==> src/rtl/prog_loader_pkg.sv <==
// Shared types and constants for the boot-time program loader.
// State codes are plain localparams so legacy tools can consume them.
package prog_loader_pkg;

    localparam int unsigned StateW = 3;
    typedef logic [StateW-1:0] state_t;

    localparam state_t StIdle  = 3'd0;
    localparam state_t StLoad  = 3'd1;
    localparam state_t StCheck = 3'd2;
    localparam state_t StDelay = 3'd3;
    localparam state_t StRun   = 3'd4;
    localparam state_t StError = 3'd5;

    localparam int unsigned LEN_ZERO_MEANS = 256;
    localparam int unsigned CntW           = 9;
    localparam int unsigned DlyW           = 4;

    typedef logic [CntW-1:0] cnt_t;
    typedef logic [DlyW-1:0] dly_t;

    // A length byte of zero encodes a full 256-byte image.
    function automatic cnt_t decode_len(input logic [7:0] len_byte);
        return (len_byte == 8'd0) ? cnt_t'(LEN_ZERO_MEANS) : {1'b0, len_byte};
    endfunction

endpackage

==> src/rtl/prog_loader_if.sv <==
// Byte-stream input and instruction-memory write port of the program loader.
// The loader side uses the slave modport; the stream source uses master.
interface prog_loader_if #(
    parameter int unsigned ADDR_W = 8
);
    logic [7:0]        in_data;
    logic              in_valid;
    logic              in_ready;
    logic              mem_we;
    logic [ADDR_W-1:0] mem_addr;
    logic [7:0]        mem_wdata;

    modport master (
        output in_data,
        output in_valid,
        input  in_ready,
        input  mem_we,
        input  mem_addr,
        input  mem_wdata
    );

    modport slave (
        input  in_data,
        input  in_valid,
        output in_ready,
        output mem_we,
        output mem_addr,
        output mem_wdata
    );
endinterface

==> src/rtl/prog_loader_csum.sv <==
// Modulo-256 payload accumulator with synchronous clear and an equality
// compare against the incoming checksum byte.
module prog_loader_csum (
    input  logic       clk,
    input  logic       rstn,
    input  logic       clr,
    input  logic       add,
    input  logic [7:0] data,
    input  logic [7:0] cmp_data,
    output logic       match
);
    logic [7:0] sum_q;

    always_ff @(posedge clk or negedge rstn) begin
        if (!rstn) begin
            sum_q <= '0;
        end else if (clr) begin
            sum_q <= '0;
        end else if (add) begin
            sum_q <= sum_q + data;
        end
    end

    assign match = (sum_q == cmp_data);

endmodule

==> src/rtl/prog_loader.sv <==
// Boot loader: length byte, payload written to instruction memory, optional
// checksum (PROG_LOADER_CHECKSUM_EN), then delayed release of the CPU reset.
module prog_loader
    import prog_loader_pkg::*;
#(
    parameter int unsigned ADDR_W      = 8,
    parameter int unsigned BASE_ADDR   = 0,
    parameter int unsigned RELEASE_DLY = 4
) (
    input  logic            clk,
    input  logic            rstn,
    prog_loader_if.slave    bus,
    output logic            cpu_rstn,
    output logic            done,
    output logic            err
);
    localparam logic [ADDR_W-1:0] BaseAddr = BASE_ADDR[ADDR_W-1:0];
    localparam dly_t              DlyLast  = dly_t'(RELEASE_DLY);

    state_t            state_q, state_d;
    cnt_t              remain_q, remain_d;
    logic [ADDR_W-1:0] addr_q, addr_d;
    dly_t              dly_q, dly_d;

    logic              in_ready_q, in_ready_d;
    logic              mem_we_q;
    logic [ADDR_W-1:0] mem_addr_q, mem_addr_d;
    logic [7:0]        mem_wdata_q, mem_wdata_d;
    logic              cpu_rstn_q, cpu_rstn_d;

    logic fire, len_acc, pay_acc, last_pay;

    assign fire     = bus.in_valid & in_ready_q;
    assign len_acc  = fire & ((state_q == StIdle) | (state_q == StError));
    assign pay_acc  = fire & (state_q == StLoad);
    assign last_pay = pay_acc & (remain_q == cnt_t'(1));

`ifdef PROG_LOADER_CHECKSUM_EN
    logic match, bad_q, err_q;

    prog_loader_csum u_csum (
        .clk      (clk),
        .rstn     (rstn),
        .clr      (len_acc),
        .add      (pay_acc),
        .data     (bus.in_data),
        .cmp_data (bus.in_data),
        .match    (match)
    );

    // A bad checksum is flagged one edge after it is accepted; a new length
    // byte accepted on that same edge still wins and keeps err low.
    always_ff @(posedge clk or negedge rstn) begin
        if (!rstn) begin
            bad_q <= 1'b0;
            err_q <= 1'b0;
        end else begin
            bad_q <= fire & (state_q == StCheck) & ~match;
            if (len_acc) begin
                err_q <= 1'b0;
            end else if (bad_q) begin
                err_q <= 1'b1;
            end
        end
    end

    assign err = err_q;
`else
    assign err = 1'b0;
`endif

    always_comb begin
        state_d  = state_q;
        remain_d = remain_q;
        addr_d   = addr_q;
        dly_d    = dly_q;
        case (state_q)
            StIdle, StError: begin
                if (fire) begin
                    state_d  = StLoad;
                    remain_d = decode_len(bus.in_data);
                    addr_d   = BaseAddr;
                end
            end
            StLoad: begin
                if (fire) begin
                    addr_d   = addr_q + ADDR_W'(1);
                    remain_d = remain_q - cnt_t'(1);
                    if (last_pay) begin
`ifdef PROG_LOADER_CHECKSUM_EN
                        state_d = StCheck;
`else
                        state_d = StDelay;
`endif
                        dly_d   = '0;
                    end
                end
            end
`ifdef PROG_LOADER_CHECKSUM_EN
            StCheck: begin
                if (fire) begin
                    state_d = match ? StDelay : StError;
                    dly_d   = '0;
                end
            end
`endif
            StDelay: begin
                if (dly_q == DlyLast) begin
                    state_d = StRun;
                end else begin
                    dly_d = dly_q + dly_t'(1);
                end
            end
            StRun:   state_d = StRun;
            default: state_d = StIdle;
        endcase
    end

    always_comb begin
        in_ready_d  = (state_d == StIdle) | (state_d == StLoad) |
                      (state_d == StCheck) | (state_d == StError);
        mem_addr_d  = pay_acc ? addr_q : mem_addr_q;
        mem_wdata_d = pay_acc ? bus.in_data : mem_wdata_q;
        cpu_rstn_d  = (state_d == StRun);
    end

    always_ff @(posedge clk or negedge rstn) begin
        if (!rstn) begin
            state_q     <= StIdle;
            remain_q    <= '0;
            addr_q      <= BaseAddr;
            dly_q       <= '0;
            in_ready_q  <= 1'b0;
            mem_we_q    <= 1'b0;
            mem_addr_q  <= BaseAddr;
            mem_wdata_q <= '0;
            cpu_rstn_q  <= 1'b0;
        end else begin
            state_q     <= state_d;
            remain_q    <= remain_d;
            addr_q      <= addr_d;
            dly_q       <= dly_d;
            in_ready_q  <= in_ready_d;
            mem_we_q    <= pay_acc;
            mem_addr_q  <= mem_addr_d;
            mem_wdata_q <= mem_wdata_d;
            cpu_rstn_q  <= cpu_rstn_d;
        end
    end

    assign bus.in_ready  = in_ready_q;
    assign bus.mem_we    = mem_we_q;
    assign bus.mem_addr  = mem_addr_q;
    assign bus.mem_wdata = mem_wdata_q;
    assign cpu_rstn      = cpu_rstn_q;
    assign done          = cpu_rstn_q;

endmodule

==> src/flat_wrapper.sv <==
// flat-port wrapper written by rule: the top's interface ports become plain ports
module prog_loader_flat import prog_loader_pkg::*;
#(
    parameter int unsigned ADDR_W      = 8,
    parameter int unsigned BASE_ADDR   = 0,
    parameter int unsigned RELEASE_DLY = 4
)
  (clk, rstn, cpu_rstn, done, err, bus_in_data, bus_in_valid, bus_in_ready, bus_mem_we, bus_mem_addr, bus_mem_wdata);
  prog_loader_if #(.ADDR_W(ADDR_W)) bus_i ();
  input  logic clk;
  input  logic rstn;
  output logic cpu_rstn;
  output logic done;
  output logic err;
  input wire logic [$bits(bus_i.in_data)-1:0] bus_in_data;
  input wire logic [$bits(bus_i.in_valid)-1:0] bus_in_valid;
  output wire logic [$bits(bus_i.in_ready)-1:0] bus_in_ready;
  output wire logic [$bits(bus_i.mem_we)-1:0] bus_mem_we;
  output wire logic [$bits(bus_i.mem_addr)-1:0] bus_mem_addr;
  output wire logic [$bits(bus_i.mem_wdata)-1:0] bus_mem_wdata;
  assign bus_i.in_data = bus_in_data;
  assign bus_i.in_valid = bus_in_valid;
  assign bus_in_ready = bus_i.in_ready;
  assign bus_mem_we = bus_i.mem_we;
  assign bus_mem_addr = bus_i.mem_addr;
  assign bus_mem_wdata = bus_i.mem_wdata;
  prog_loader #(.ADDR_W(ADDR_W), .BASE_ADDR(BASE_ADDR), .RELEASE_DLY(RELEASE_DLY)) u_core (.clk(clk), .rstn(rstn), .bus(bus_i), .cpu_rstn(cpu_rstn), .done(done), .err(err));
endmodule
==> config.mk <==
export PLATFORM = sky130hd
export DESIGN_NAME = prog_loader_flat
export DESIGN_NICKNAME = d
export VERILOG_FILES = /design/src/rtl/prog_loader_pkg.sv /design/src/rtl/prog_loader_if.sv /design/src/rtl/prog_loader_csum.sv /design/src/rtl/prog_loader.sv /design/src/flat_wrapper.sv
export SDC_FILE = /design/constraint.sdc
export NUM_CORES = 1
export LEC_CHECK = 0
export ABC_AREA = 0
export CAP_MARGIN = 30
export CELL_PAD_IN_SITES_DETAIL_PLACEMENT = 1
export CELL_PAD_IN_SITES_GLOBAL_PLACEMENT = 1
export CORE_MARGIN = 10
export CORE_UTILIZATION = 45
export CTS_CLUSTER_DIAMETER = 30
export CTS_CLUSTER_SIZE = 10
export DETAILED_ROUTE_END_ITERATION = 8
export PLACE_DENSITY = 0.83
export SYNTH_ARGS = -nofsm -noshare
export SYNTH_HDL_FRONTEND = slang
export SYNTH_SLANG_ARGS = --single-unit
==> constraint.sdc <==
create_clock -name clk -period 4.7 [get_ports clk]
set_clock_uncertainty 0.2 [all_clocks]
set_input_delay 0.94 -clock clk [delete_from_list [all_inputs] [get_ports clk]]
set_output_delay 0.94 -clock clk [all_outputs]
set_load 0.01 [all_outputs]
# ---- Yosys cells after proc, flatten, opt, wreduce, memory -nomap -nowiden
# Index checks and enable logic that the tools add are counted.
dict set report classes {
  div 0
  n_eq_ne 14
  n_addsub 3
  reduce_logical 8
  shifts 0
  bitwise 6
  magnitude_cmp 0
  mux 16
  multipliers 0
}
# cell n
set op_table {}
lappend op_table {{9-bit two-way mux} 3}
lappend op_table {{9-bit case mux with 2 select lines} 1}
lappend op_table {{8-bit two-way mux} 2}
lappend op_table {{8-bit case mux with 2 select lines} 1}
lappend op_table {{3-bit equality test, second input constant} 4}
lappend op_table {{3-bit two-way mux} 4}
lappend op_table {{4-bit two-way mux} 3}
lappend op_table {{3-bit case mux with 4 select lines} 1}
lappend op_table {{9-bit by 1-bit equality test with 1-bit output, second input constant} 1}
lappend op_table {{9-bit by 1-bit subtractor with 9-bit output, second input constant} 1}
lappend op_table {{8-bit by 1-bit adder with 8-bit output, second input constant} 1}
lappend op_table {{8-bit zero test} 1}
lappend op_table {{4-bit case mux with 2 select lines} 1}
lappend op_table {{3-bit by 1-bit equality test with 1-bit output, second input constant} 2}
lappend op_table {{3-bit by 2-bit equality test with 1-bit output, second input constant} 2}
lappend op_table {{3-bit zero test} 2}
lappend op_table {{2-bit by 1-bit != test with 1-bit output, second input constant} 3}
lappend op_table {{4-bit by 1-bit adder with 4-bit output, second input constant} 1}
lappend op_table {{4-bit by 3-bit equality test with 1-bit output, second input constant} 1}
lappend op_table {{4-bit AND reduction} 1}
lappend op_table {{2-bit nonzero test} 2}
lappend op_table {{1-bit bitwise AND} 3}
lappend op_table {{1-bit bitwise OR} 3}
lappend op_table {{3-bit AND reduction} 1}
lappend op_table {{other kinds (2)} 2}
dict set report word_totals {
  mem_bits_rw 0
  latch_bits 0
  memories 0
  input_bits 11
  regBits 43
  rom_bits 0
}

# ---- Logic depth before layout (Yosys ltp)
# Gate-level depths: netlist of the first run.
dict set report logic_depth {
  word_depth 10
  depth_mapped 6
  ltp_nobuf 6
}

# ---- Least setup slack after synthesis of the first run
# OpenSTA, ideal clock, no wires.
dict set report synth_timing {
  path_kind {input to register}
  startpoint {input bus_in_valid}
  endpoint {register u_core.mem_wdata_q[0] (netlist: u_core.bus.mem_wdata[0])}
  arrival_time_ns 1.784
  path_stages 4
  t_required_ns 4.375
  slack_ns 2.592
  setup_ns 0.125
  path_buffers 1
  path_cell_list {nand3b_4 -> nor2_4 -> buf_4 -> mux2_2}
}
dict set report synth_between {
  elab_chain_len 2
}
# item line_no
set synth_rtl {}
lappend synth_rtl {{from (decl)} flat_wrapper.sv:16} ;# input wire logic [$bits(bus_i.in_valid)-1:0] bus_in_valid;
lappend synth_rtl {{1-bit bitwise AND} prog_loader.sv:33} ;# assign fire = bus.in_valid & in_ready_q;
lappend synth_rtl {{1-bit bitwise AND} prog_loader.sv:35} ;# assign pay_acc = fire & (state_q == StLoad);
lappend synth_rtl {{to (signal assigned)} prog_loader.sv:146} ;# mem_wdata_q <= mem_wdata_d;
lappend synth_rtl {{to (decl)} prog_loader.sv:28} ;# logic [7:0] mem_wdata_q, mem_wdata_d;
# No other way between the ends.
# A chain may end at the register's enable or synchronous reset.

# ---- Worst setup path after layout of the first run
dict set report layout_timing {
  startpoint {input bus_in_valid}
  endpoint {register u_core.remain_q[5]}
}
dict set report layout_between {
  elab_chain_len 3
  word_cells_on_any_way 4
  cone_classes {eq/ne (2); bitwise (1); reduce/logical (1)}
}
# item line_no
set layout_rtl {}
lappend layout_rtl {{1-bit bitwise AND *} prog_loader.sv:33}
lappend layout_rtl {{2-bit by 1-bit != test with 1-bit output (no source line)} n/a}
lappend layout_rtl {{3-bit AND reduction (no source line) *} n/a}
lappend layout_rtl {{to (signal assigned)} prog_loader.sv:140} ;# remain_q <= remain_d;
lappend layout_rtl {{to (decl)} prog_loader.sv:21} ;# cnt_t remain_q, remain_d;
# Every way passes the cells marked *; elsewhere a longest branch is shown, timed or not.

==> flow_summary.yaml, run 1 <==
critical_path:
  start_kind: "input port"
  crit_type: "input port to register"
  required_ps: 4670
  cp_max_fo: 13
  end_kind: "register"
  arrival_ps: 2730
final_layout:
  area_growth_pct: 21.02
  register_area_sq_um: 1076
  multiInputGateArea_sq_um: 964.7
  drive_gt1_share_pct: 14.98
  fillers: 489
  final_net_count: 242
  diodes: 0
  fin_util_pct: 57.71
  final_cell_area_sq_um: 2565
clock_tree:
  h-tree-depth: 2
  post_cts_buffers: 0
  cts-root-buf: "clkbuf_8"
  clockBufferDepth: 2
  post_cts.resized_instances: 0
  cts_num_sinks: 43
  cts_tree: "built"
  clk_pin_slew_ps: 80
  cts.hold.buffers_added: 0
  cts_made_buffers: 5
  clk_latency_ps: 300
placement:
  dpl-instance-area_sq_um: 2427
  place_congestion: 0.8363
  dp_hpwl_um: 3911
  portBuffers: 30
power:
  p_per_area_nw_per_um2: 270.1
  p_leak_nw: 1.134
  vdd_drop_max_mv: 0.1982
grt:
  track_usage_pct: 14.63
  grt_max_degree: 44
  grt_pass1_vias: 1772
  gr-total-overflow: 0
  antenna_found_initial: 0
  grt_pass1_wl_um: 9004
yosys:
  synth_area_sq_um: 2120
  synth_flop_cell: "dfrtp_1"
  synth_area_per_cell_sq_um: 10.76
  yosysWarnings: 0
  synth-seq-area-share_pct: 50.77
  netlist_instances: 197
  synth_nets: 213
  async_flop_share_pct: 100.0
  synth-edff-count: 0
  ys_ff_latch: 43
  synth_cell_types: 44
die:
  core_area_sq_um: 4444
  die_h_um: 88.63
  start_util_pct: 47.69
  die_w_um: 88.63
  dieArea_sq_um: 7855
  num_rows: 24
  ioPinCount: 32
run:
  maxCapViolations: 0
route:
  dr.pass1.iters: 4
  via_count: 1643
  drc: 0
  antenna_left: 0
  drt-total-wl_um: 5435
  vias_per_cell: 5.889
  dr.first_iter.drc_count: 46
  post_drt_wl_per_cell_um: 19.48
sta:
  worst_pin_slew_ps: 949.2
  finalMaxSlewViolations: 0
  grt_setup_unrepaired: "false"
  final-hold-violation-count: 0
  holdWs_ps: 221.8
  period_minus_slack_ps: 2764
  setup_violations: 0
  max_clock_freq_mhz: 361.9
  tns_ps: 0
  fin_crit_sh_pct: 58.80
  max-slew-margin-rel_pct: 36.72
worst_hold_path:
  hp-class: "input port to async pin"
run_status:
  outcome: "finished, final reports clean"
-- synthesized netlist by cell type (3+ instances only) --
cell type | n | share of area, %
a21oi_1 | 14 | 3.3
and3_1 | 3 | 0.89
buf_2 | 3 | 0.71
buf_4 | 4 | 1.4
dfrtp_1 | 43 | 51
ha_1 | 5 | 3.0
inv_1 | 7 | 1.2
mux2_2 | 16 | 8.5
nand2_1 | 10 | 1.8
nand2b_1 | 3 | 0.89
nand3_1 | 10 | 2.4
nor2_1 | 10 | 1.8
nor3_1 | 8 | 1.9
o21ai_0 | 20 | 4.7
-- layout by cell type, fill, tap and decap left out, types with 2 or more instances in the layout --
master and n:
nand2_1 10, and3b_1 2, a22oi_1 2, nand2b_1 3, nor3_1 8, ha_1 5, and2_1 2, nor3b_1 2
a21oi_1 14, clkdlybuf4s50_1 29, xor2_1 2, clkbuf_8 6, o22ai_1 2, nand4b_1 2, nand3_1 10, a211oi_1 2
o21ai_0 20, mux2_2 16, a22o_1 2, nor2_1 10, and3_1 3, inv_1 7, nand3b_1 2, dfrtp_1 43
-- critical path, cell delays in order --
cell	delay, ps
clkdlybuf4s50_1	550
nand3b_4	170
a21oi_1	770
nand2_1	130
o2bb2ai_1	180
-- path summary, 6_finish.rpt --
kind | startpoint | to | slack [ps] | cells after the start
max | bus_in_valid | u_core.remain_q[5]$_DFFE_PN0P_ | 1940 | 5
min | rstn | u_core.dly_q[3]$_DFFE_PN0P_ | 220 | 1
max reg2reg | u_core.state_q[2]$_DFF_PN0_ | u_core.bus.mem_addr[5]$_DFFE_PN0P_ | 2480 | 3
min reg2reg | u_core.addr_q[7]$_DFFE_PN0P_ | u_core.bus.mem_addr[7]$_DFFE_PN0P_ | 310 | 1
max in group asynchronous | rstn | u_core.addr_q[3]$_DFFE_PN0P_ | 3660 | 2
min in group clk | u_core.addr_q[7]$_DFFE_PN0P_ | u_core.bus.mem_addr[7]$_DFFE_PN0P_ | 310 | 1
-- through the flow --
step | setup slack [ps] | std cells | power (mW)
2_1_floorplan | 2592 | 197 | 0.3804
3_3_place_gp | 1785 | 270 | 0.3981
3_5_place_dp | 1644 | 270 | 0.3987
4_1_cts | 1946 | 278 | 0.6970
5_1_grt | 1677 | 279 | 0.7199
6_report | 1936 | 279 | 0.6928
-- flip-flops by register name (all words and copies together), names as in the netlist --
signal / count
u_core.bus.in_ready: 1
u_core.remain_q: 9
u_core.dly_q: 4
u_core.bus.mem_wdata: 8
u_core.cpu_rstn: 1
u_core.bus.mem_addr: 8
u_core.state_q: 3
u_core.bus.mem_we: 1
u_core.addr_q: 8
-- final cells by class --
type,count,area share [%]
multi-input cells,138,37.61
clock inverters,2,1.366
repair buffers,31,12.29
clock buffers,6,3.220
inverters,7,1.024
well taps,52,2.537
flip-flops and latches,43,41.95
-- cells by family (layout without fill, tap and decap cells) --
| family | Yosys count | in the layout | share of synthesized area [%] |
|---|---|---|---|
| other | 1 | 1 | 0.1769 |
| muxes | 17 | 17 | 8.973 |
| xor gates and xnor gates | 2 | 2 | 0.8266 |
| adders and majority gates | 5 | 5 | 2.952 |
| DFF | 43 | 43 | 50.77 |
| buffers and inverters | 16 | 46 | 3.719 |
| AOI/OAI and AO/OA | 47 | 47 | 13.52 |
| and+or+nand+nor | 66 | 66 | 19.07 |
-- report_power, final --
group | internal, mW | total (mW) | leakage [nW] | switching [mW]
combinational | 0.0103 | 0.0235 | 0.524 | 0.0133
sequential | 0.370 | 0.370 | 0.549 | 0
clock | 0.172 | 0.300 | 0.0612 | 0.128
total | 0.552 | 0.693 | 1.13 | 0.141
-- per-layer routing --
| layer | global-route usage (%) | wire, um |
|---|---|---|
| met1 | 17.78 | 2327 |
| met4 | 4.699 | 61 |
| met2 | 24.40 | 2769 |
| met5 | 0 | 0 |
| met3 | 4.136 | 276 |
No activity file was read; power rests on OpenSTA's default activity.
==> run 2: changes to the inputs <==
CORE_UTILIZATION = 42   (was 45)
PLACE_DENSITY = 0.78   (was 0.83)
clock period = 2.6 ns   (was 4.7 ns; I/O delays follow)
==> flow_summary.yaml, run 2 (same netlist as run 1, synthesis figures left out) <==
critical_path:
  cp.depth: 6
  endpoint: "u_core.dly_q[1]$_DFFE_PN0P_"
  required_ps: 2620
  cp_top_family: "simple AND/OR/NAND/NOR gates"
  timing.rr.end: "u_core.dly_q[1]$_DFFE_PN0P_"
  worstSetupStartpoint: "u_core.remain_q[1]$_DFFE_PN0P_"
  end_kind: "register"
  arrival_ps: 2070
  path_cells: "inv_1 -> ha_1 -> or4b_1 -> nor4_4 -> a21o_4 -> mux2i_1"
  cp_max_fo: 4
  crit_type: "register to register"
  worstRegToRegCells: 6
  r2r-start: "u_core.remain_q[1]$_DFFE_PN0P_"
  r2r_slack_ps: 550
  cp_slowest_cell: "or4b_1"
  crit_path_max_incr_delay_ps: 500
  critical_path_buf_inv_count: 1
  start_kind: "register"
clock_tree:
  cts_num_sinks: 43
  clk_pin_slew_ps: 80
  clk_latency_ps: 300
  post_cts_buffers: 0
  cts_tree: "built"
  cts-root-buf: "clkbuf_8"
  h-tree-depth: 2
  clockBufferDepth: 2
  cts_made_buffers: 5
  post_cts.resized_instances: 0
  cts.hold.buffers_added: 0
sta:
  setup_violations: 0
  grt_setup_unrepaired: "false"
  final-hold-violation-count: 5
  max-slew-margin-rel_pct: 64.01
  period_minus_slack_ps: 2050
  fin_crit_sh_pct: 78.85
  holdWs_ps: -8.067
  finalMaxSlewViolations: 0
  max_clock_freq_mhz: 487.8
  worst_pin_slew_ps: 539.8
  tns_ps: 0
final_layout:
  drive_gt1_share_pct: 15.65
  area_growth_pct: 23.20
  layout_common_cells: "dfrtp_1 (43), clkdlybuf4s50_1 (29), o21ai_0 (20)"
  largest_register_ffs: 9
  top_register: "u_core.remain_q"
  multiInputGateArea_sq_um: 964.7
  final_common_cell: "dfrtp_1"
  fillers: 548
  diodes: 0
  register_area_sq_um: 1076
  final_net_count: 246
placement:
  dp_hpwl_um: 3728
  place_congestion: 0.7867
  portBuffers: 30
grt:
  antenna_found_initial: 0
  grt_pass1_vias: 1783
  track_usage_pct: 13.12
  grt_max_degree: 23
  grt_pass1_wl_um: 8963
  gr-total-overflow: 0
route:
  drc: 0
  dr.first_iter.drc_count: 73
  post_drt_wl_per_cell_um: 17.05
  via_count: 1599
  drt-total-wl_um: 5063
  antenna_left: 0
  vias_per_cell: 5.384
  dr.pass1.iters: 4
power:
  p_leak_nw: 1.149
  p_comb_share_pct: 3.4
  p_per_area_nw_per_um2: 465.2
  p_switching_mw: 0.2466
  p_seq_share_pct: 55.0
  power_frac_clock_pct: 41.6
  swShare_pct: 20.30
  vdd_drop_max_mv: 0.3206
  intPower_mw: 0.9682
die:
  die_w_um: 91.04
  die_h_um: 91.04
  num_rows: 25
  start_util_pct: 44.00
  dieArea_sq_um: 8288
  core_area_sq_um: 4817
  ioPinCount: 32
run_status:
  outcome: "finished with violations"
  violations: "hold timing"
run:
  maxCapViolations: 0
worst_hold_path:
  hp-class: "input port to async pin"
-- run 2: cell count changes in the layout (fill, tap and decap cells not counted) --
cell	before	now
buf_12	1	2
buf_4	0	3
clkbuf_1	0	1
clkbuf_8	6	5
clkinv_2	1	0
-- run 2: worst min-delay path by stage --
| stage | start | to | slack (ps) | cells past startpoint |
|---|---|---|---|---|
| 2_1_floorplan | rstn | u_core.addr_q[0]$_DFFE_PN0P_ | 20 | 0 |
| 3_3_place_gp | u_core.bus.mem_wdata[6]$_DFFE_PN0P_ | u_core.bus.mem_wdata[6]$_DFFE_PN0P_ | 290 | 1 |
| 3_5_place_dp | u_core.bus.mem_addr[1]$_DFFE_PN0P_ | u_core.bus.mem_addr[1]$_DFFE_PN0P_ | 300 | 1 |
| 4_1_cts | rstn | u_core.remain_q[1]$_DFFE_PN0P_ | 5 | 1 |
| 5_1_grt | rstn | u_core.remain_q[1]$_DFFE_PN0P_ | 20 | 1 |
| 6_report | rstn | u_core.remain_q[1]$_DFFE_PN0P_ | -8 | 1 |
-- run 2: layer usage --
metal | vias to the layer above | routed length [um] | track usage (%)
met5 | - | 0 | 0
met4 | 0 | 52 | 4.830
met3 | 5 | 245 | 4.444
met2 | 25 | 2417 | 20.70
met1 | 796 | 2347 | 16.23
li1 | 773 | - | -
-- run 2: layout make-up --
cell class              instances  area share [%]
clock inverters                 1           1.150
flip-flops and latches         43           41.21
well taps                      67           3.210
clock buffers                   6           2.779
multi-input cells             138           36.94
repair buffers                 35           13.70
inverters                       7           1.006
-- run 2: per-stage QoR --
| stage | worst slack (ps) | instances | utilization (%) | instance area (sq um) | total power, mW |
|---|---|---|---|---|---|
| after global placement | 364.6 | 290 | 52.08 | 2509 | 0.7244 |
| after floorplan | 770.9 | 197 | - | 2120 | 0.6876 |
| after CTS | 545.4 | 297 | 54.21 | 2611 | 1.234 |
| after detailed placement | 304.2 | 290 | 52.08 | 2509 | 0.7239 |
| after global routing | 454.4 | 297 | 54.21 | 2611 | 1.268 |
| final | 550.0 | 297 | 54.21 | 2611 | 1.215 |
-- run 2: power by group through the flow --
stage          clock network (mW)  logic, mW  registers, mW
2_1_floorplan                   0    0.00598          0.682
3_3_place_gp                    0     0.0430          0.681
3_5_place_dp                    0     0.0425          0.681
4_1_cts                     0.524     0.0428          0.668
5_1_grt                     0.553     0.0468          0.668
6_report                    0.506     0.0412          0.668
